<file path="src/rtl/fg_reset_sequencer.sv">
// fg_reset_sequencer
//   Consumer-side end of the DDSFG reset chain, clocked by the PLL output clock.
//   Qualifies the PLL lock flag, then releases the DDS core reset followed by the
//   DAC interface reset. On lock loss both resets are re-asserted and a relock
//   request is held towards the reset generator for a fixed time.
//
// Optional feature macro: FG_LOCK_LOSS_CNT_EN (adds o_lock_loss_cnt).
//
// Ports
//   i_fg_clk         in   1  PLL output clock (Fg_CLK), sole clock
//   i_fg_resetn      in   1  async active-low reset (Fg_RESETn)
//   i_pll_locked     in   1  PLL lock flag, asynchronous (PllLocked)
//   o_dds_resetn     out  1  active-low reset to DDS accumulator / LUT (Dds_RESETn)
//   o_dac_resetn     out  1  active-low reset to DAC interface (Dac_RESETn)
//   o_fg_ready       out  1  all stages released and running (Fg_Ready)
//   o_relock_req     out  1  PLL re-reset request after lock loss (Relock_Req)
//   o_lock_loss_cnt  out  8  saturating lock-loss count (LockLossCnt, macro only)

module fg_reset_sequencer #(
  parameter logic [15:0] LOCK_STABLE_CYC = 16'd1000,
  parameter logic [7:0]  STAGE_GAP_CYC   = 8'd16,
  parameter logic [7:0]  RELOCK_HOLD_CYC = 8'd64
) (
  input  logic       i_fg_clk,
  input  logic       i_fg_resetn,
  input  logic       i_pll_locked,
  output logic       o_dds_resetn,
  output logic       o_dac_resetn,
  output logic       o_fg_ready,
  output logic       o_relock_req
`ifdef FG_LOCK_LOSS_CNT_EN
  ,
  output logic [7:0] o_lock_loss_cnt
`endif
);

  localparam int unsigned CNT_W = 16;

  // Terminal counts: each counter runs 0..N-1 and the state advances on N-1.
  localparam logic [CNT_W-1:0] LOCK_LAST = LOCK_STABLE_CYC - 16'd1;
  localparam logic [CNT_W-1:0] GAP_LAST  = {8'd0, STAGE_GAP_CYC} - 16'd1;
  localparam logic [CNT_W-1:0] HOLD_LAST = {8'd0, RELOCK_HOLD_CYC} - 16'd1;

  typedef enum logic [2:0] {
    S_WAIT_LOCK = 3'd0,
    S_REL_DDS   = 3'd1,
    S_REL_DAC   = 3'd2,
    S_RUN       = 3'd3,
    S_LOST      = 3'd4
  } state_t;

  logic             r_sync1;
  logic             r_sync2;
  logic             w_locked;
  state_t           r_state;
  state_t           w_state_nxt;
  logic [CNT_W-1:0] r_cnt;
  logic [CNT_W-1:0] w_cnt_nxt;
  logic             r_dds_resetn;
  logic             r_dac_resetn;
  logic             r_fg_ready;
  logic             r_relock_req;
  logic             w_dds_nxt;
  logic             w_dac_nxt;
  logic             w_ready_nxt;
  logic             w_relock_nxt;
  logic             w_lost_entry;

  // Two-flop synchronizer for the asynchronous lock flag.
  always_ff @(posedge i_fg_clk or negedge i_fg_resetn) begin
    if (!i_fg_resetn) begin
      r_sync1 <= 1'b0;
      r_sync2 <= 1'b0;
    end else begin
      r_sync1 <= i_pll_locked;
      r_sync2 <= r_sync1;
    end
  end

  assign w_locked = r_sync2;

  // State, stage counter and registered outputs.
  always_ff @(posedge i_fg_clk or negedge i_fg_resetn) begin
    if (!i_fg_resetn) begin
      r_state      <= S_WAIT_LOCK;
      r_cnt        <= '0;
      r_dds_resetn <= 1'b0;
      r_dac_resetn <= 1'b0;
      r_fg_ready   <= 1'b0;
      r_relock_req <= 1'b0;
    end else begin
      r_state      <= w_state_nxt;
      r_cnt        <= w_cnt_nxt;
      r_dds_resetn <= w_dds_nxt;
      r_dac_resetn <= w_dac_nxt;
      r_fg_ready   <= w_ready_nxt;
      r_relock_req <= w_relock_nxt;
    end
  end

  // Next-state / counter logic; lock loss is checked before any stage advance.
  always_comb begin
    w_state_nxt = r_state;
    w_cnt_nxt   = r_cnt + 16'd1;
    unique case (r_state)
      S_WAIT_LOCK: begin
        if (!w_locked) begin
          w_cnt_nxt = '0;
        end else if (r_cnt == LOCK_LAST) begin
          w_state_nxt = S_REL_DDS;
          w_cnt_nxt   = '0;
        end
      end
      S_REL_DDS: begin
        if (!w_locked) begin
          w_state_nxt = S_LOST;
          w_cnt_nxt   = '0;
        end else if (r_cnt == GAP_LAST) begin
          w_state_nxt = S_REL_DAC;
          w_cnt_nxt   = '0;
        end
      end
      S_REL_DAC: begin
        if (!w_locked) begin
          w_state_nxt = S_LOST;
          w_cnt_nxt   = '0;
        end else if (r_cnt == GAP_LAST) begin
          w_state_nxt = S_RUN;
          w_cnt_nxt   = '0;
        end
      end
      S_RUN: begin
        // Counter is parked at zero while running.
        w_cnt_nxt = '0;
        if (!w_locked) begin
          w_state_nxt = S_LOST;
        end
      end
      S_LOST: begin
        // Lock flag is ignored here; the relock hold always runs to completion.
        if (r_cnt == HOLD_LAST) begin
          w_state_nxt = S_WAIT_LOCK;
          w_cnt_nxt   = '0;
        end
      end
      default: begin
        w_state_nxt = S_WAIT_LOCK;
        w_cnt_nxt   = '0;
      end
    endcase
  end

  // Output decode from the next state so outputs move on the same edge as the state.
  always_comb begin
    w_dds_nxt    = 1'b0;
    w_dac_nxt    = 1'b0;
    w_ready_nxt  = 1'b0;
    w_relock_nxt = 1'b0;
    unique case (w_state_nxt)
      S_REL_DDS: begin
        w_dds_nxt = 1'b1;
      end
      S_REL_DAC: begin
        w_dds_nxt = 1'b1;
        w_dac_nxt = 1'b1;
      end
      S_RUN: begin
        w_dds_nxt   = 1'b1;
        w_dac_nxt   = 1'b1;
        w_ready_nxt = 1'b1;
      end
      S_LOST: begin
        w_relock_nxt = 1'b1;
      end
      default: begin
        w_dds_nxt = 1'b0;
      end
    endcase
  end

  assign w_lost_entry = (w_state_nxt == S_LOST) && (r_state != S_LOST);

  assign o_dds_resetn = r_dds_resetn;
  assign o_dac_resetn = r_dac_resetn;
  assign o_fg_ready   = r_fg_ready;
  assign o_relock_req = r_relock_req;

`ifdef FG_LOCK_LOSS_CNT_EN
  logic [7:0] r_lock_loss_cnt;

  // Saturating count of LOST entries; only the block reset clears it.
  always_ff @(posedge i_fg_clk or negedge i_fg_resetn) begin
    if (!i_fg_resetn) begin
      r_lock_loss_cnt <= 8'd0;
    end else if (w_lost_entry && (r_lock_loss_cnt != 8'hFF)) begin
      r_lock_loss_cnt <= r_lock_loss_cnt + 8'd1;
    end
  end

  assign o_lock_loss_cnt = r_lock_loss_cnt;
`else
  logic w_lost_entry_unused;
  assign w_lost_entry_unused = w_lost_entry;
`endif

endmodule

</file>
<file path="config.mk">
export PLATFORM = sky130hd
export DESIGN_NAME = fg_reset_sequencer
export DESIGN_NICKNAME = d
export VERILOG_FILES = /design/src/rtl/fg_reset_sequencer.sv
export SDC_FILE = /design/constraint.sdc
export NUM_CORES = 1
export LEC_CHECK = 0
export CAP_MARGIN = 20
export CORE_MARGIN = 8
export CORE_UTILIZATION = 35
export DETAILED_ROUTE_END_ITERATION = 10
export GPL_TIMING_DRIVEN = 0
export HOLD_SLACK_MARGIN = 0.08
export SYNTH_ARGS = -nofsm -noshare
export SYNTH_HDL_FRONTEND = slang
export SYNTH_SLANG_ARGS = --single-unit
export TNS_END_PERCENT = 1
</file>
<file path="constraint.sdc">
create_clock -name i_fg_clk -period 1.75 [get_ports i_fg_clk]
set_input_delay 0.4375 -clock i_fg_clk [delete_from_list [all_inputs] [get_ports i_fg_clk]]
set_output_delay 0.4375 -clock i_fg_clk [all_outputs]
set_load 0.02 [all_outputs]
</file>
==> flow_metrics.env <==
export IMPL_status="finished clean"
export IMPL_combinationalPowerShare=0.065
export IMPL_n_fill_cell=328
export IMPL_grtUsageTotal=0.110
export IMPL_endpoint_kind="flip-flop"
export IMPL_root_buffer="clkbuf_8"
export IMPL_synth_mux_area_frac=0.00778
export IMPL_finalHoldViolCount=0
export IMPL_p_total_w=0.00100
export IMPL_pwr_share_seq=0.590
export IMPL_die_h_um=76.6
export IMPL_setup_viol=0
export IMPL_synthSimpleGateAreaFrac=0.213
export IMPL_synth_fa_ha_area_frac=0.00973
export IMPL_die_area_sq_mm=0.00587
export IMPL_vias=1123
export IMPL_final_setup_tns_ps=0
export IMPL_io_buffer_count=6
export IMPL_ys_warn_count=0
export IMPL_dr_first_iter_drc_count=135
export IMPL_rows=22
export IMPL_fmax_mhz=580
export IMPL_syn_avg_cell_area_sq_um=10.5
export IMPL_yosys_area_share_xor_xnor=0.0817
export IMPL_rsz0062_at_grt="yes"
export IMPL_ant_nets=0
export IMPL_drive_above_1_share=0.281
export IMPL_place_inst=176
export IMPL_synth_top_family_by_area="simple AND/OR/NAND/NOR gates"
export IMPL_pwr_share_clk=0.345
export IMPL_critical_path_max_fanout=7
export IMPL_critPathRequiredTime_ps=1910
export IMPL_p_sw_frac=0.228
export IMPL_grt_pass1_wl_mm=5.24
export IMPL_gp_congestion=0.886
export IMPL_drv_slew=0
export IMPL_pre_cts_ws_ps=-300
export IMPL_finalNonFillerCells=194
export IMPL_cts_sinks=25
export IMPL_wl_mm=3.28
export IMPL_syn_area_sq_mm=0.00129
export IMPL_vias_per_cell=5.79
export IMPL_power_leakage_nw=0.674
export IMPL_p_int_w=0.000776
export IMPL_period_share=0.985
export IMPL_min_from="r_sync1$_DFF_PN0_"
export IMPL_slew_headroom=0.745
export IMPL_startpoint="r_cnt[8]$_DFF_PN0_"
export IMPL_setup_ws_ps=25.6
export IMPL_crit_path_start_kind="flip-flop"
export IMPL_grt_pass1_vias=1085
export IMPL_grt_max_degree=26
export IMPL_pwr_density_cell_mw_per_mm2=599
export IMPL_tightest_slew_ps=381
export IMPL_synth_seq_cells=25
export IMPL_cap_violations=0
export IMPL_ir_drop_mv=0.262
export IMPL_hold_class="flip-flop to flip-flop"
export IMPL_drtPass1Iterations=4
export IMPL_routedWlPerCell_um=16.9
export IMPL_area_growth_pct=30.3
export IMPL_cts_tree="done"
export IMPL_initial_core_util=0.357
export IMPL_drcViolationCount=0
export IMPL_cts_inserted_buffers=3
export IMPL_timing_rr_start="r_cnt[8]$_DFF_PN0_"
export IMPL_fin_crit_ps=1720
export IMPL_fin_nets=151
export IMPL_synth_sequential_area_ratio=0.486
export IMPL_synthCells=122
export IMPL_core_sq_mm=0.00361
export IMPL_clk_path_buf_depth=2
export IMPL_syn_nets=126
export IMPL_h_tree_depth=1
export IMPL_synth_compound_area_frac=0.147
export IMPL_switching_power_w=0.000228
export IMPL_synth_cell_types=36
export IMPL_clkSlewWorstSetupHoldPaths_ps=90
export IMPL_skew_ps=4.99
export IMPL_arrival_ps=1890
export IMPL_die_w_um=76.6
export IMPL_dp_hpwl_mm=1.87
export IMPL_antenna_cells=0
export IMPL_antenna_found_initial=0
export IMPL_grt_ovfl_total=0
export IMPL_top_level_ports=7
export IMPL_crit_type="flip-flop to flip-flop"
export IMPL_worstSkewPairLatency_ps=270
export IMPL_cts_hold_buf=0
routing by layer:
metal  global-route usage  routed length [um]
met1                0.119                1350
met2                0.189                1680
met3               0.0177                 110
met4               0.0846                 143
met5                    0                   0
critical path: stages, from the launching register on:
cell      delay (ps)
dfrtp_2          470
nor4_4           390
nand3_2          140
o211ai_4         320
buf_4            210
a31oi_1           80
power groups by stage:
stage	clock [W]	combinational, W	sequential, W
2_1_floorplan	0	0.0000236	0.000601
3_3_place_gp	0	0.0000442	0.000601
3_5_place_dp	0	0.0000456	0.000602
4_1_cts	0.000355	0.0000555	0.000592
5_1_grt	0.000380	0.0000735	0.000593
6_report	0.000347	0.0000653	0.000592
state kept, by name, indices dropped and copies added, names as in the netlist:
| name | cells |
|---|---|
| o_fg_ready | 1 |
| r_sync1 | 1 |
| r_state | 3 |
| o_relock_req | 1 |
| o_dac_resetn | 1 |
| r_sync2 | 1 |
| o_dds_resetn | 1 |
| r_cnt | 16 |
timing repair:
| action | 4_1_cts | 5_1_grt |
|---|---|---|
| resized for setup | 11 | 9 |
| endpoints found under the setup margin | 19 | 20 |
| buffers inserted | 7 | 5 |
| gates cloned | 0 | 1 |
| pin swaps | 4 | 5 |
area by class of cell:
| type | count | area, sq um | area share |
|---|---|---|---|
| Clock buffer | 3 | 41.3 | 0.0246 |
| Tap cell | 48 | 60.1 | 0.0358 |
| Timing Repair Buffer | 20 | 185 | 0.111 |
| Buffer | 7 | 61.3 | 0.0366 |
| Inverter | 3 | 11.3 | 0.00672 |
| Clock inverter | 1 | 5.00 | 0.00299 |
| Sequential cell | 25 | 628 | 0.375 |
| Multi-Input combinational cell | 87 | 683 | 0.408 |
stage by stage:
step	instance area (sq um)	hold slack, ps	util
floorplan	1290	142	-
global placement	1410	334	0.390
detailed placement	1410	336	0.390
CTS	1570	356	0.437
global route	1680	363	0.465
finish	1680	353	0.465
synthesized netlist by cell type:
library cell,n,area (sq um)
and2_1,1,6.26
nand4_1,5,31.3
ha_1,1,12.5
nor2_1,4,15.0
o21a_1,1,7.51
nor4_2,1,12.5
buf_4,1,7.51
and3_1,2,12.5
a21oi_1,1,5.00
o211ai_2,1,12.5
nand2_1,6,22.5
a211oi_1,1,7.51
xnor2_1,7,61.3
mux2i_1,1,10.0
o21ai_0,2,10.0
nand2b_1,1,6.26
xor2_1,5,43.8
dfrtp_1,25,626
buf_6,2,22.5
and4_4,1,11.3
or3_1,1,6.26
buf_2,3,15.0
nand3_1,9,45.0
nor4bb_1,1,10.0
nor2b_1,2,12.5
a32oi_1,3,26.3
o31ai_1,4,30.0
nand2_4,1,11.3
inv_1,3,11.3
o21ai_2,1,8.76
or4_1,3,22.5
nor4_1,4,25.0
nor3_1,3,15.0
a31oi_1,13,81.3
and4_1,1,8.76
clkbuf_8,1,13.8
kinds of logic after synthesis:
group                    count (synthesis)
XOR/XNOR                                12
AND/OR/NAND/NOR                         46
adder cells (fa/ha/maj)                  1
flip-flops                              25
multiplexers                             1
AO/OA/AOI/OAI                           27
buffers and inverters                   10
worst paths after layout:
check                           cells past startpoint                  end  slack [ps]
worst max-delay path                                5   r_cnt[8]$_DFF_PN0_          30
worst min register to register                      0    r_sync2$_DFF_PN0_         350
min in group asynchronous                           1   r_cnt[0]$_DFF_PN0_         440
worst max register to register                      5   r_cnt[8]$_DFF_PN0_          30
worst min-delay path                                0    r_sync2$_DFF_PN0_         350
max in group asynchronous                           2  r_cnt[10]$_DFF_PN0_         880
cells in the final DEF, fill, tap and decap left out, types with 2 or more instances in the layout:
cell | synthesis | final
dfrtp_1 | 25 | 23
buf_4 | 1 | 15
a31oi_1 | 13 | 13
xnor2_1 | 7 | 7
nand3_1 | 9 | 6
clkdlybuf4s50_1 | 0 | 6
nand4_1 | 5 | 5
nand2_1 | 6 | 5
xor2_1 | 5 | 5
clkbuf_8 | 1 | 4
nor2_1 | 4 | 4
o31ai_1 | 4 | 4
nand3_2 | 0 | 3
nor3_1 | 3 | 3
or4_1 | 3 | 3
a32oi_1 | 3 | 3
inv_1 | 3 | 3
buf_6 | 2 | 2
nor4_4 | 0 | 2
buf_2 | 3 | 2
nor4_1 | 4 | 2
nor2b_1 | 2 | 2
dfrtp_2 | 0 | 2
Note: power is estimated with default switching activity, not from simulation.
